--- src/rtl/image_frame_packer.sv ---
// Drains four channel FIFOs as one set and streams a framed packet (header, seq, 8 payload bytes)
// through the UART byte handshake. Define FRAME_CHECKSUM_EN to append an XOR checksum byte.
module image_frame_packer #(
    parameter logic [7:0] FRAME_HDR = 8'hA5
) (
    input  logic        clk40M,
    input  logic        rst,
    input  logic        enable,
    input  logic [3:0]  empty,
    output logic [3:0]  rd,
    input  logic [63:0] fifoOut,
    output logic [7:0]  txData,
    output logic        txStart,
    input  logic        txDone,
    output logic        busy,
    output logic [15:0] frameCount
);

`ifdef FRAME_CHECKSUM_EN
    localparam logic [3:0] LAST_IDX = 4'd10;
`else
    localparam logic [3:0] LAST_IDX = 4'd9;
`endif

    typedef enum logic [2:0] {IDLE, READ, CAPTURE, SEND, WAIT} state_t;

    state_t      state_reg;
    logic [63:0] payload_reg;
    logic [7:0]  seq_reg;
    logic [3:0]  idx_reg;
    logic [3:0]  rd_reg;
    logic [7:0]  tx_data_reg;
    logic        tx_start_reg;
    logic        busy_reg;
    logic [15:0] frame_count_reg;

    logic [3:0]  idx_next;
    logic [3:0]  payload_idx;
    logic [7:0]  byte_next;
    logic [7:0]  payload_bytes [8];

    // Channel i occupies fifoOut[16*i +: 16], low byte first, so payload byte k is just slice k.
    generate
        for (genvar gi = 0; gi < 8; gi++) begin : g_payload_bytes
            assign payload_bytes[gi] = payload_reg[8*gi +: 8];
        end
    endgenerate

`ifdef FRAME_CHECKSUM_EN
    logic [7:0] csum_chain [9];
    assign csum_chain[0] = seq_reg;
    generate
        for (genvar gi = 0; gi < 8; gi++) begin : g_csum
            assign csum_chain[gi+1] = csum_chain[gi] ^ payload_bytes[gi];
        end
    endgenerate
`endif

    assign idx_next    = idx_reg + 4'd1;
    assign payload_idx = idx_next - 4'd2;

    // Byte following the current one; the header is loaded directly on capture.
    always_comb begin
        byte_next = 8'h00;
        case (idx_next)
            4'd0:    byte_next = FRAME_HDR;
            4'd1:    byte_next = seq_reg;
            4'd2, 4'd3, 4'd4, 4'd5, 4'd6, 4'd7, 4'd8, 4'd9:
                     byte_next = payload_bytes[payload_idx[2:0]];
`ifdef FRAME_CHECKSUM_EN
            4'd10:   byte_next = csum_chain[8];
`endif
            default: byte_next = 8'h00;
        endcase
    end

    always_ff @(posedge clk40M or posedge rst) begin
        if (rst) begin
            state_reg       <= IDLE;
            payload_reg     <= 64'h0;
            seq_reg         <= 8'h00;
            idx_reg         <= 4'd0;
            rd_reg          <= 4'h0;
            tx_data_reg     <= 8'h00;
            tx_start_reg    <= 1'b0;
            busy_reg        <= 1'b0;
            frame_count_reg <= 16'h0000;
        end else begin
            rd_reg       <= 4'h0;
            tx_start_reg <= 1'b0;
            case (state_reg)
                IDLE: begin
                    if (enable && (empty == 4'h0)) begin
                        state_reg <= READ;
                        rd_reg    <= 4'hF;
                        busy_reg  <= 1'b1;
                    end
                end
                READ: begin
                    state_reg <= CAPTURE;
                end
                CAPTURE: begin
                    payload_reg  <= fifoOut;
                    idx_reg      <= 4'd0;
                    tx_data_reg  <= FRAME_HDR;
                    tx_start_reg <= 1'b1;
                    state_reg    <= SEND;
                end
                SEND: begin
                    state_reg <= WAIT;
                end
                WAIT: begin
                    if (txDone) begin
                        if (idx_reg == LAST_IDX) begin
                            state_reg       <= IDLE;
                            busy_reg        <= 1'b0;
                            seq_reg         <= seq_reg + 8'd1;
                            frame_count_reg <= frame_count_reg + 16'd1;
                        end else begin
                            idx_reg      <= idx_next;
                            tx_data_reg  <= byte_next;
                            tx_start_reg <= 1'b1;
                            state_reg    <= SEND;
                        end
                    end
                end
                default: begin
                    state_reg <= IDLE;
                end
            endcase
        end
    end

    assign rd         = rd_reg;
    assign txData     = tx_data_reg;
    assign txStart    = tx_start_reg;
    assign busy       = busy_reg;
    assign frameCount = frame_count_reg;

endmodule

--- config.mk ---
export PLATFORM = sky130hd
export DESIGN_NAME = image_frame_packer
export DESIGN_NICKNAME = d
export VERILOG_FILES = /design/src/rtl/image_frame_packer.sv
export SDC_FILE = /design/constraint.sdc
export NUM_CORES = 1
export LEC_CHECK = 0
export ABC_CLOCK_PERIOD_IN_PS = 4000
export CORE_ASPECT_RATIO = 0.75
export CORE_UTILIZATION = 52
export DETAILED_ROUTE_END_ITERATION = 10
export PLACE_DENSITY = 0.87
export RECOVER_POWER = 50
export SKIP_LAST_GASP = 1
export SYNTH_ARGS = -nofsm -noshare
export SYNTH_HDL_FRONTEND = slang
export SYNTH_SLANG_ARGS = --single-unit
--- constraint.sdc ---
create_clock -name clk40M -period 4 [get_ports clk40M]
set_input_delay 0.6 -clock clk40M [delete_from_list [all_inputs] [get_ports clk40M]]
set_output_delay 0.6 -clock clk40M [all_outputs]
set_load 0.02 [all_outputs]
==> summary.txt <==
Setup TNS Final: 0 ns
Required @ worst endpoint: 4.27 ns
Final Cycle Share: 0.6926
Clock root cell: clkbuf_16
CTS tree: yes
Leakage Power: 2.663 nW
Ys async rst share: 1.000
WL/cell: 19.32 µm
Largest net degree at the start of global routing: 81
Setup Skew: 0.006856 ns
Family with the most delay on the worst path: adder cells
Die ar.: 10150 µm²
Final setup fails: 0
Post-CTS Resized: 0
Die W: 116.0 µm
Relative slew slack: -0.07710
DR DRC count: 0
Most frequent cells in the layout: 106 x dfrtp_1, 90 x clkdlybuf4s50_1, 67 x mux2_2
Register area share after synthesis: 0.5232
Total setup buffers inserted after CTS: 0
Syn. warnings: 0
Setup WS pre-CTS: 1.241 ns
Worst-Margin Slew: 1.613 ns
Vias in the first global route: 3647
Num CTS Buffers: 9
Gr ovfl total: 0
Total wire length: 11.84 mm
Crit-path cells: inv_1 -> ha_1 -> mux4_1 -> nor2_1 -> o32ai_1 -> or3b_1 -> a21oi_1
Pins Over Slew Limit: 147
Run status: finished with violations
Vias/cell: 5.719
Cells after synthesis: 390
DRT Pass-1 Iters: 4
Startpoint types: flip-flop
Effective utilization at floorplan: 0.5468
FMAX: 361.0 MHz
CTS Hold Buffers Added: 0
Synth Area per Inst: 13.00 µm²
FILL cells: 647
Mapped cell area: 5070 µm²
Max-Cap Viols: 2
Initial antenna violation count: 0
Most common cell after layout, fill and taps aside: dfrtp_1
Crit path kind: flip-flop to flip-flop
Clock Path Buffers: 2
Layout cell share with drive strength beyond 1: 0.2165
HP Start: frameCount[15]$_DFFE_PP0P_
IO Pins: 102
Cell row count: 30
Tmin final: 2.770 ns
Failing checks: capacitance limit, slew limit
Area Growth Syn to Fin: 27.25%
Via Count: 3506
Number of synthesized flops with an enable pin: 0
Syn Nets: 468
Final ANT Viol Nets: 0
Yosys cell types: 53
Crit. End Element: flip-flop
Routability cong.: 0.8357
PnR worst setup slack: 1.230 ns
NumNets Final: 560
CP arrival: 3.04 ns
Pwr dens: 679.1 nW/µm²
WP buf/inv: 1
Main synth FF type: dfrtp_1
Core area: 9271 µm²
Worst Hold Class: flip-flop to flip-flop
H-tree depth: 3
Worst-skew pair later-pin latency: 0.34 ns
Worst-path maximum fanout: 20
Worst r2r src: idx_reg[0]$_DFFE_PP0P_
Clock-pin slew on the worst setup and hold paths: 0.07 ns
Multi-input gate area: 2237 µm²
Die extent in y: 87.51 µm
Area occupied by registers: 2653 µm²
Max reg flops: 64
Placed instance area: 6141 µm²
N_diodes: 0
First-pass GRT wire length: 19.15 mm
Worst path slowest cell: ha_1
Gr usage total: 0.2555
Final Cell Area: 6451 µm²
DP Wirelength: 8.271 mm
RSZ-0062 raised after global routing: false
Crit-path max cell delay: 0.86 ns
Final Hold Fails: 0
CTS sink cnt: 106
Number of synthesized register bits: 106
Buffers on Ports: 101
Critical Path Start: idx_reg[0]$_DFFE_PP0P_
1st-iter DRT viols: 173
Worst VDD drop: 0.2927 mV
[stage by stage]
stage	hold slack (ns)	util	power [W]	cells
final	0.4800	0.6958	0.004381	613
after global routing	0.4895	0.6958	0.004613	613
after CTS	0.4806	0.6978	0.004404	613
after detailed placement	0.4656	0.6623	0.003395	599
after global placement	0.4632	0.6623	0.003302	599
after floorplan	0.4423	-	0.002946	390
[where the power goes]
part	internal, W	total (W)	switching (W)	leakage, nW
Sequential	0.00147	0.00173	0.000260	1.30
Clock	0.000606	0.000983	0.000377	0.162
Combinational	0.000948	0.00167	0.000720	1.20
Total	0.00302	0.00438	0.00136	2.66
[cell type report]
cell class | instances | share of cell area
inverter | 11 | 0.006400
clock inverter | 5 | 0.01610
multi-input combinational | 249 | 0.3468
tap | 128 | 0.02483
sequential | 106 | 0.4112
clock buffer | 9 | 0.03491
timing repair buffer | 105 | 0.1598
[Yosys cell counts, types with 5 or more instances]
library cell	number	area [µm²]
dfrtp_1	106	2653
a21oi_1	8	40.04
mux4_2	10	225.2
buf_4	7	52.55
and3_1	5	31.28
nand3_1	11	55.05
nor2b_1	6	37.54
inv_1	11	41.29
buf_2	11	55.05
nand4_1	6	37.54
mux2_2	67	754.5
nand2_1	18	67.56
nor3_1	5	25.02
nor2_1	16	60.06
xnor2_1	19	166.4
mux2i_1	6	60.06
o21ai_0	12	60.06
o32ai_1	7	61.31
ha_1	6	75.07
[worst register-to-register path, stage by stage (launching register included)]
cell and delay (ns):
dfrtp_1 0.50, inv_1 0.15, ha_1 0.86, mux4_1 0.30
nor2_1 0.05, o32ai_1 0.32, or3b_1 0.38, a21oi_1 0.14
[final timing paths]
check,depth (start not counted),endpoint,slack (ns)
worst min register to register,1,frameCount[15]$_DFFE_PP0P_,0.48
min in group asynchronous,2,payload_reg[29]$_DFFE_PP0P_,1.21
worst max register to register,7,txData[5]$_DFFE_PP0P_,1.23
worst min-delay path,1,frameCount[15]$_DFFE_PP0P_,0.48
worst max-delay path,7,txData[5]$_DFFE_PP0P_,1.23
max in group asynchronous,3,payload_reg[32]$_DFFE_PP0P_,1.29
[metal layers]
| layer | up-vias | track usage | part of all wire |
|---|---|---|---|
| met5 | - | 0 | 0 |
| met4 | 0 | 0.08392 | 0.025 |
| met3 | 24 | 0.05846 | 0.050 |
| met2 | 104 | 0.4372 | 0.51 |
| met1 | 1795 | 0.3246 | 0.41 |
| li1 | 1583 | - | - |
[kinds of logic (layout without fill, tap and decap cells)]
logic type / after synthesis / count (layout) / share of synthesized area
fa+ha+maj: 6 / 6 / 0.01481
compound gates: 45 / 45 / 0.06318
mux: 87 / 87 / 0.2236
simple gates: 86 / 86 / 0.09378
flops: 106 / 106 / 0.5232
buf+inv: 35 / 130 / 0.03529
xor+xnor: 25 / 25 / 0.04615
(Power assumes the default switching activity.)
